--- src/rtl/branch_resolve.sv ---
`default_nettype none
// +----------------------------------------------------------------------------+
// | branch_resolve / comparator_eq                                             |
// | RV32I branch resolution: compare, decide, redirect target, taken counter.  |
// | Revision: 1.0                                                              |
// +----------------------------------------------------------------------------+

module comparator_eq #(
  parameter int N = 32
) (
  input  logic [N-1:0] i_a,
  input  logic [N-1:0] i_b,
  output logic         o_eq
);
  assign o_eq = (i_a == i_b);
endmodule

module branch_resolve #(
  parameter int N  = 32,
  parameter int CW = 16
) (
  input  logic          clk,
  input  logic          rst,
  input  logic          in_valid,
  output logic          in_ready,
  input  logic [N-1:0]  rs1,
  input  logic [N-1:0]  rs2,
  input  logic [2:0]    funct3,
  input  logic [N-1:0]  pc,
  input  logic [N-1:0]  imm,
  output logic          out_valid,
  input  logic          out_ready,
  output logic          taken,
  output logic [N-1:0]  target,
  output logic          illegal,
  output logic [CW-1:0] taken_count
);
  localparam logic [2:0]    c_beq     = 3'b000;
  localparam logic [2:0]    c_bne     = 3'b001;
  localparam logic [2:0]    c_blt     = 3'b100;
  localparam logic [2:0]    c_bge     = 3'b101;
  localparam logic [2:0]    c_bltu    = 3'b110;
  localparam logic [2:0]    c_bgeu    = 3'b111;
  localparam logic [N-1:0]  c_four    = N'(4);
  localparam logic [CW-1:0] c_cnt_max = {CW{1'b1}};

  logic          w_eq;
  logic          w_borrow;
  logic          w_diff_msb;
  logic [N-2:0]  w_diff_unused;
  logic          w_ovf;
  logic          w_lt;
  logic          w_ltu;
  logic          w_taken;
  logic          w_illegal;
  logic [N-1:0]  w_target;
  logic          w_in_xfer;
  logic          w_out_xfer;

  logic          r_out_valid;
  logic          r_taken;
  logic [N-1:0]  r_target;
  logic          r_illegal;
  logic [CW-1:0] r_count;

  comparator_eq #(.N(N)) u_eq (
    .i_a  (rs1),
    .i_b  (rs2),
    .o_eq (w_eq)
  );

  // Zero-extended subtract: bit N is the unsigned borrow, bit N-1 the N-bit sign.
  assign {w_borrow, w_diff_msb, w_diff_unused} = {1'b0, rs1} - {1'b0, rs2};
  assign w_ltu = w_borrow;
  assign w_ovf = (rs1[N-1] ^ rs2[N-1]) & (rs1[N-1] ^ w_diff_msb);
  assign w_lt  = w_diff_msb ^ w_ovf;

  always_comb begin
    w_taken   = 1'b0;
    w_illegal = 1'b0;
    case (funct3)
      c_beq:   w_taken = w_eq;
      c_bne:   w_taken = ~w_eq;
      c_blt:   w_taken = w_lt;
      c_bge:   w_taken = ~w_lt;
      c_bltu:  w_taken = w_ltu;
      c_bgeu:  w_taken = ~w_ltu;
      default: w_illegal = 1'b1;
    endcase
  end

  assign w_target   = w_taken ? (pc + imm) : (pc + c_four);

  assign in_ready   = ~r_out_valid | out_ready;
  assign w_in_xfer  = in_valid & in_ready;
  assign w_out_xfer = r_out_valid & out_ready;

  always_ff @(posedge clk or negedge rst) begin
    if (!rst) begin
      r_out_valid <= 1'b0;
      r_taken     <= 1'b0;
      r_target    <= '0;
      r_illegal   <= 1'b0;
      r_count     <= '0;
    end else begin
      if (w_in_xfer) begin
        r_out_valid <= 1'b1;
        r_taken     <= w_taken;
        r_target    <= w_target;
        r_illegal   <= w_illegal;
      end else if (w_out_xfer) begin
        r_out_valid <= 1'b0;
      end
      // Counts results as they leave the stage, not as they enter.
      if (w_out_xfer && r_taken && (r_count != c_cnt_max)) begin
        r_count <= r_count + CW'(1);
      end
    end
  end

  assign out_valid   = r_out_valid;
  assign taken       = r_taken;
  assign target      = r_target;
  assign illegal     = r_illegal;
  assign taken_count = r_count;
endmodule

`default_nettype wire

--- config.mk ---
export PLATFORM = sky130hd
export DESIGN_NAME = branch_resolve
export DESIGN_NICKNAME = d
export VERILOG_FILES = /design/src/rtl/branch_resolve.sv
export SDC_FILE = /design/constraint.sdc
export NUM_CORES = 1
export LEC_CHECK = 0
export ABC_CLOCK_PERIOD_IN_PS = 2250
export BUFFER_PORTS_ARGS = -buffer_cell sky130_fd_sc_hd__buf_2
export CORE_MARGIN = 3
export CORE_UTILIZATION = 46
export CTS_CLUSTER_SIZE = 40
export DETAILED_ROUTE_END_ITERATION = 16
export GPL_ROUTABILITY_DRIVEN = 0
export GPL_TIMING_DRIVEN = 0
export HOLD_SLACK_MARGIN = 0.15
export MAX_ROUTING_LAYER = met4
export PLACE_DENSITY = 0.88
export SYNTH_ARGS = -nofsm -noshare
export SYNTH_HDL_FRONTEND = slang
export SYNTH_SLANG_ARGS = --single-unit
export TNS_END_PERCENT = 30
--- constraint.sdc ---
create_clock -name clk -period 2.25 [get_ports clk]
set_input_delay 0.45 -clock clk [delete_from_list [all_inputs] [get_ports clk]]
set_output_delay 0.45 -clock clk [all_outputs]
set_load 0.02 [all_outputs]
# Word level (Yosys, flattened, before mapping)
# Index checks and enable logic that the tools add are counted.
[word_totals]
mem_bits_rw = 0
word_cells = 37
ff_bits = 51
mem_bits_ro = 0
latch_bits = 0
memories = 0
inputBits = 135
output_inout_bits = 52
[op_classes]
n_eq_ne = 7
n_reduce_logical = 5
n_mux = 5
div = 0
bitwise = 11
n_addsub = 4
n_shift = 0
order_cmp = 0
mul = 0
[ops]
columns = ["cell", "count"]
rows = [
  ["32-bit by 32-bit subtractor with 33-bit output", 1],
  ["32-bit by 3-bit adder with 32-bit output, second input constant", 1],
  ["32-bit adder", 1],
  ["32-bit equality test", 1],
  ["32-bit 2-to-1 mux", 1],
  ["16-bit by 1-bit adder with 16-bit output, second input constant", 1],
  ["16-bit inequality test, second input constant", 1],
  ["3-bit equality test, second input constant", 4],
  ["1-bit one-hot mux with 6 select lines", 1],
  ["6-bit OR reduction", 1],
  ["1-bit NOT", 4],
  ["1-bit AND", 3],
  ["3-bit by 1-bit equality test with 1-bit output, second input constant", 1],
  ["3-bit zero test", 1],
  ["1-bit 2-to-1 mux", 3],
  ["1-bit XOR", 3],
  ["1-bit logical AND", 2],
  ["2-bit nonzero test", 1],
  ["1-bit OR", 1],
]

# Logic depth before layout (Yosys ltp)
# Gate-level depths: netlist of the first run.
[logic_depth]
word_depth = 7
depth_mapped = 16
mapped_depth_nobuf = 14

# Cells and area by module
# From an unflattened synthesis of the first run, not the netlist that was laid out.
[hier_totals]
hier_cells = 729
area_unflattened_um2 = 5789.3
[modules_own_cells]
columns = ["mod", "cells_each", "seq_area_each_um2", "instances", "area_each_um2"]
rows = [
  ["branch_resolve", 686, 1276.2, 1, 5442.7],
  ["comparator_eq", 43, 0.0, 1, 346.6],
]

# Worst setup path after synthesis of the first run
# OpenSTA, ideal clock, no wires.
[synth_timing]
path_kind = "input to register"
from = "input rs2[30]"
to = "register r_target[29] (netlist: target[29])"
slack_ps = -1106
arrival_time_ps = 3269
t_required_ps = 2163
setup_time_ps = 87
path_stages = 14
cell_sequence = "inv_1 -> ha_1 -> nand3_1 -> or2_1 -> nor4_2 -> o221ai_1 -> and3_1 -> fa_1 -> a22oi_1 -> xor2_1 -> o22a_1 -> buf_6 -> or4_1 -> o211ai_1"
[synth_between]
elab_chain_cells = 7
[synth_rtl]
columns = ["element", "line_no", "source"]
rows = [
  ["from (decl)", "27", "input logic [N-1:0] rs2,"],
  ["32-bit by 32-bit subtractor with 33-bit output", "73", "assign {w_borrow, w_diff_msb, w_diff_unused} = {1'b0, rs1} - {1'b0, rs2};"],
  ["1-bit XOR", "75", "assign w_ovf = (rs1[N-1] ^ rs2[N-1]) & (rs1[N-1] ^ w_diff_msb);"],
  ["1-bit AND", "75", ""],
  ["1-bit XOR", "76", "assign w_lt = w_diff_msb ^ w_ovf;"],
  ["1-bit NOT", "85", "c_bge: w_taken = ~w_lt;"],
  ["1-bit one-hot mux with 6 select lines (*)", "81", "case (funct3)"],
  ["32-bit 2-to-1 mux (*)", "92", "assign w_target = w_taken ? (pc + imm) : (pc + c_four);"],
  ["to (signal assigned)", "109", "r_target <= w_target;"],
  ["to (decl)", "62", "logic [N-1:0] r_target;"],
]
# Every way passes the cells marked *; elsewhere a longest branch is shown, timed or not.
# A chain may end at the register's enable or synchronous reset.

# Worst setup path after layout of the first run
[layout_timing]
from = "input rs1[19]"
to = "register r_target[29] (netlist: target[29])"
[layout_between]
elab_chain_cells = 7
[layout_rtl]
columns = ["element", "line_no", "source"]
rows = [
  ["from (decl)", "26", "input logic [N-1:0] rs1,"],
  ["32-bit by 32-bit subtractor with 33-bit output", "73", ""],
  ["1-bit XOR", "75", ""],
  ["1-bit AND", "75", ""],
  ["1-bit XOR", "76", ""],
  ["1-bit NOT", "85", ""],
  ["1-bit one-hot mux with 6 select lines (*)", "81", ""],
  ["32-bit 2-to-1 mux (*)", "92", ""],
]
# Marked as above.

==> results of run 1 <==
## state kept, by name (all words and copies together) (netlist names)
name / cells
out_valid: 1
illegal: 1
target: 32
taken: 1
taken_count: 16
## cells in the mapped netlist (all sizes together) (3+ instances only)
master	n
o21ai	56
and2	3
a211o	3
dfrtp	51
nand4	15
nor4	4
xnor2	38
nand2b	9
ha	65
or3	4
nand3	24
a211oi	8
o31ai	3
nor3	10
xor2	29
and4	4
buf	6
o211ai	4
mux2i	4
a21oi	47
a31oi	7
nor2	55
o21a	4
nand2	76
o31a	3
inv	41
nor2b	4
clkbuf	7
a22oi	3
a221o	3
and3	11
a21o	15
## how the worst max path moves through the flow
stage                        from          to  slack, ns  cells after the start
after global routing      rs2[23]  target[29]      -1.08                     15
after floorplan           rs2[16]  target[29]      -0.96                     14
after global placement    rs2[16]  target[15]      -1.49                     15
final                     rs1[19]  target[29]      -0.93                     14
after CTS                 rs2[23]  target[29]      -1.00                     15
after detailed placement  rs2[16]  target[15]      -1.47                     15
## per-layer routing
| metal | track usage | vias up | wire (um) |
|---|---|---|---|
| li1 | - | 2710 | - |
| met1 | 0.301 | 2582 | 6640 |
| met2 | 0.417 | 198 | 7670 |
| met3 | 0.0185 | 33 | 822 |
| met4 | 0.0576 | 0 | 401 |
| met5 | - | - | 0 |
## worst max-delay path, stage by stage
cell and delay (ns):
buf_2 0.12, ha_4 0.26, and4_1 0.18, nand3_2 0.10
nor4_4 0.31, o221ai_2 0.14, and3_1 0.17, fa_2 0.34
a22oi_2 0.21, xor2_2 0.12, o22a_1 0.22, buf_6 0.16
or4_4 0.51, o211ai_1 0.09
## layout make-up
class,count,area (sq um)
Buffer,13,97.6
Fill cell,908,3910
Inverter,41,169
Clock buffer,5,68.8
Tap cell,140,175
Timing Repair Buffer,199,1160
Sequential cell,51,1280
Clock inverter,3,26.3
Multi-Input combinational cell,538,4010
## power by group
part           internal, mW  total, mW  switching [mW]
clock network         0.230      0.566           0.337
registers              1.07       1.19           0.115
logic                 0.752       1.78            1.03
total                  2.05       3.53            1.48
## per-stage QoR
step	cell area, sq um	hold slack (ns)	cells	power [mW]
floorplan	5270	0.154	643	2.19
global placement	6370	0.458	969	2.71
detailed placement	6370	0.458	969	2.76
CTS	6770	0.380	986	3.42
global route	6980	0.422	990	3.75
finish	6980	0.360	990	3.53
## logic make-up (layout without fill, tap and decap cells)
kind of cell | after synthesis | after routing
buffers and inverters | 54 | 261
and+or+nand+nor | 225 | 225
adders and majority gates | 67 | 67
muxes | 6 | 6
DFF | 51 | 51
AOI/OAI and AO/OA | 173 | 173
xor gates and xnor gates | 67 | 67
## timing repair
action | in CTS | in global routing
gates cloned | 1 | 1
resized for setup | 38 | 46
pin swaps | 11 | 12
setup buffers | 8 | 3
endpoints found under the setup margin | 44 | 45
==> results.sh, run 1 <==
export IMPL_final_max_slew_viol_count=0
export IMPL_synth_edf_count=0
export IMPL_die_x_um=112
export IMPL_synthesis_nets=845
export IMPL_cts_tree="done"
export IMPL_worst_pin_slew_ns=1.14
export IMPL_grt_pass1_vias=5295
export IMPL_status="finished with violations"
export IMPL_hold_buffers=0
export IMPL_rows=38
export IMPL_violations="setup timing"
export IMPL_cp_required_ns=2.47
export IMPL_peakVddDrop_mv=0.421
export IMPL_postRouteAntennaNets=0
export IMPL_ys_seq_area_frac=0.247
export IMPL_max_freq_ghz=0.314
export IMPL_synth_xor_area_frac=0.114
export IMPL_rsz0062_at_grt="yes"
export IMPL_overflow=0
export IMPL_end_kind="register"
export IMPL_die_area_sq_um=12500
export IMPL_start_util=0.474
export IMPL_final_nets=1051
export IMPL_final_util=0.641
export IMPL_hold_violations=0
export IMPL_ys_ff_latch=51
export IMPL_setup_viol_count_final=34
export IMPL_antenna_found_initial=0
export IMPL_clk_path_buf_depth=2
export IMPL_pre_cts_ws_ns=-1.47
export IMPL_coreArea_sq_um=10900
export IMPL_cts_sinks=51
export IMPL_skew_ns=0.0164
export IMPL_ys_flop_type="dfrtp_1"
export IMPL_grt_pass1_wl_um=24400
export IMPL_layout_common_cells="174 x buf_2, 75 x nand2_1, 55 x ha_1"
export IMPL_relSlewSlack=0.243
export IMPL_r2r_cells=10
export IMPL_drt_pass1_iter_count=5
export IMPL_ys_warnings_count=0
export IMPL_final_common_cell="buf_2"
export IMPL_synth_adder_area_share=0.165
export IMPL_worst_ep_arrival_time_ns=3.40
export IMPL_die_h_um=112
export IMPL_clkTransAtPathRegs_ns=0.11
export IMPL_port_buffer_count=186
export IMPL_vias=5523
export IMPL_holdCritPathClass="in -> async"
export IMPL_route_detailed_drc=0
export IMPL_wl_per_cell_um=15.7
export IMPL_r2r_end="taken_count[15]"
export IMPL_drv_cap=0
export IMPL_grtUsageTotal=0.239
export IMPL_fin_tns_setup_ns=-26.90
export IMPL_p_leak_nw=3.40
export IMPL_dpl_hpwl_um=12100
export IMPL_via_per_inst=5.58
export IMPL_syn_inst=643
export IMPL_drive_gt1_frac=0.328
export IMPL_cp_start_kind="primary input"
export IMPL_antennaDiodeCount=0
export IMPL_worstSetupPathType="in -> reg"
export IMPL_ff2ff_setup_slack_ns=-0.09
export IMPL_synthTopCellsByArea="dfrtp_1 25%, ha_1 16%, xnor2_1 6.4%"
export IMPL_crit_path_max_fanout=8
export IMPL_first_iter_violations=398
export IMPL_htree_num_levels=2
export IMPL_finalWorstSetupSlack_ns=-0.931
export IMPL_synthSimpleGateAreaFrac=0.205
export IMPL_grt_max_degree=52
export IMPL_numCtsBuffers=5
export IMPL_finalCriticalPeriod_ns=3.18
export IMPL_area_growth_pct=35.3
export IMPL_avgSynthCellArea_sq_um=8.03
export IMPL_synth_top_family_by_area="compound AO/OA/AOI/OAI gates"
export IMPL_reg2reg_from="taken_count[3]"
export IMPL_synth_cell_types=60
export IMPL_synth_compound_area_share=0.212
export IMPL_power_density_nw_per_um2=506
export IMPL_io_pins=187
export IMPL_ys_async_sr_fraction=1.00
export IMPL_yosysTopAreaCellShare=0.247
export IMPL_synth_largest_area_cell="dfrtp_1"
export IMPL_syn_area_sq_um=5160
export IMPL_root_buffer="clkbuf_8"
export IMPL_muxShareOfSynthArea=0.0121
export IMPL_routed_wl_um=15500
export IMPL_clk_latency_ns=0.31
export IMPL_period_share=1.41
(Power assumes the default switching activity.)
==> run 2, diff against run 1 <==
Settings changed: CTS_CLUSTER_SIZE 40 to 28, MAX_ROUTING_LAYER met4 to default.
==> run 2 against run 1 <==
The run still ends with setup timing left. Clock power about the same. First-iteration DRC count fell by 2.3%. Combinational power is essentially flat. Final area hardly changed. Critical endpoint unchanged. Highest routed layer unchanged. Sequential power hardly changed. Global-route usage down 0.67 points. Worst setup slack lost 0.029 ns. Register-to-register slack hardly changed. Power about the same. Routed wire length grew 0.23%. Critical path depth is 1 higher.
==> results.sh, run 2 (same netlist as run 1, synthesis figures left out) <==
export IMPL_status="finished with violations"
export IMPL_violations="setup timing"
export IMPL_rows=38
export IMPL_layout_common_cells="174 x buf_2, 75 x nand2_1, 55 x ha_1"
export IMPL_wl_per_cell_um=15.7
export IMPL_total_power_mw=3.53
export IMPL_end_kind="register"
export IMPL_clkTransAtPathRegs_ns=0.11
export IMPL_grt_max_degree=52
export IMPL_io_pins=187
export IMPL_grt_pass1_vias=5289
export IMPL_power_density_nw_per_um2=506
export IMPL_holdCritPathClass="in -> async"
export IMPL_max_freq_ghz=0.312
export IMPL_coreArea_sq_um=10900
export IMPL_period_share=1.43
export IMPL_drive_gt1_frac=0.326
export IMPL_largest_reg_flops=32
export IMPL_numCtsBuffers=5
export IMPL_crit_path_max_fanout=8
export IMPL_antennaDiodeCount=0
export IMPL_rsz0062_at_grt="yes"
export IMPL_antenna_found_initial=0
export IMPL_skew_ns=0.0127
export IMPL_cts_tree="done"
export IMPL_relSlewSlack=0.237
export IMPL_postRouteAntennaNets=0
export IMPL_overflow=0
export IMPL_final_common_cell="buf_2"
export IMPL_grtUsageTotal=0.232
export IMPL_worst_ep_arrival_time_ns=3.43
export IMPL_final_max_slew_viol_count=0
export IMPL_peakVddDrop_mv=0.419
export IMPL_die_area_sq_um=12500
export IMPL_route_detailed_drc=0
export IMPL_cts_sinks=51
export IMPL_crit_slowest_cell="or4_4"
export IMPL_finalWorstSetupSlack_ns=-0.960
export IMPL_finalCriticalPeriod_ns=3.21
export IMPL_routed_wl_um=15600
export IMPL_cp_start_kind="primary input"
export IMPL_pre_cts_ws_ns=-1.47
export IMPL_area_growth_pct=35.2
export IMPL_drt_pass1_iter_count=5
export IMPL_first_iter_violations=389
export IMPL_hold_buffers=0
export IMPL_reg2reg_from="taken_count[3]"
export IMPL_die_x_um=112
export IMPL_worst_pin_slew_ns=1.14
export IMPL_crit_chain="buf_8 -> inv_4 -> ha_4 -> nand4_1 -> buf_4 -> nor4_1 -> a221oi_2 -> and3_1 -> fa_2 -> a22oi_2 -> xor2_2 -> o22a_1 -> buf_6 -> or4_4 -> o211ai_1"
export IMPL_via_per_inst=5.58
export IMPL_root_buffer="clkbuf_8"
export IMPL_port_buffer_count=186
export IMPL_clk_path_buf_depth=2
export IMPL_die_h_um=112
export IMPL_start_util=0.474
export IMPL_cpPeakStageDelay_ns=0.51
export IMPL_r2r_end="taken_count[15]"
export IMPL_clk_latency_ns=0.31
export IMPL_vias=5523
export IMPL_ff2ff_setup_slack_ns=-0.08
export IMPL_grt_pass1_wl_um=24400
export IMPL_hold_violations=0
export IMPL_cp_required_ns=2.47
export IMPL_worstSetupPathType="in -> reg"
export IMPL_final_nets=1051
export IMPL_htree_num_levels=2
export IMPL_dpl_hpwl_um=12100
export IMPL_p_leak_nw=3.40
export IMPL_setup_viol_count_final=34
export IMPL_r2r_cells=10
export IMPL_drv_cap=0
run 2: cell counts in the layout (fill, tap and decap cells not counted):
No cell type changed its count.
run 2: worst max-delay path by stage:
stage,start,end,slack (ns),cells after the start
2_1_floorplan,rs2[16],target[29],-0.96,14
3_3_place_gp,rs2[16],target[15],-1.49,15
3_5_place_dp,rs2[16],target[15],-1.47,15
4_1_cts,rs2[23],target[29],-1.00,15
5_1_grt,rs2[23],target[7],-1.09,17
6_report,rs2[23],target[29],-0.96,15
run 2: metal layers:
layer | vias to the layer above | track usage | routed length (um)
met3 | 36 | 0.0245 | 910
li1 | 2709 | - | -
met5 | - | 0 | 0
met4 | 0 | 0.0576 | 416
met2 | 193 | 0.416 | 7680
met1 | 2585 | 0.298 | 6570
run 2: critical path, delay by kind of cell:
family                     cells  cell delay (ns)
buffers and inverters          4             0.43
adders and majority gates      2             0.59
and+or+nand+nor                4             1.18
xor gates and xnor gates       1             0.12
AOI/OAI and AO/OA              4             0.63
run 2: through the flow:
stage / hold WS (ns) / area (sq um) / utilization / std cells / TNS (ns)
3_3_place_gp: 0.458 / 6370 / 0.585 / 969 / -43.50
2_1_floorplan: 0.154 / 5270 / - / 643 / -26.67
3_5_place_dp: 0.458 / 6370 / 0.585 / 969 / -44.61
6_report: 0.362 / 6980 / 0.641 / 990 / -27.79
4_1_cts: 0.380 / 6770 / 0.621 / 986 / -29.70
5_1_grt: 0.422 / 6980 / 0.641 / 990 / -33.31
run 2: repair_timing:
action,4_1_cts,5_1_grt
gates cloned,1,1
endpoints found under the setup margin,44,45
setup buffers,8,3
pin swaps,11,12
gates resized for setup,38,44
run 2: power by group:
group	switching [mW]	internal [mW]
Combinational	1.03	0.751
Clock	0.337	0.230
Sequential	0.115	1.07
run 2: final cells by class:
type                       instances  area [sq um]
multi-input combinational        538          4000
fill                             913          3910
sequential                        51          1280
timing repair buffer             199          1160
tap                              140           175
inverter                          41           169
buffer                            13          97.6
clock buffer                       5          68.8
clock inverter                     3          26.3
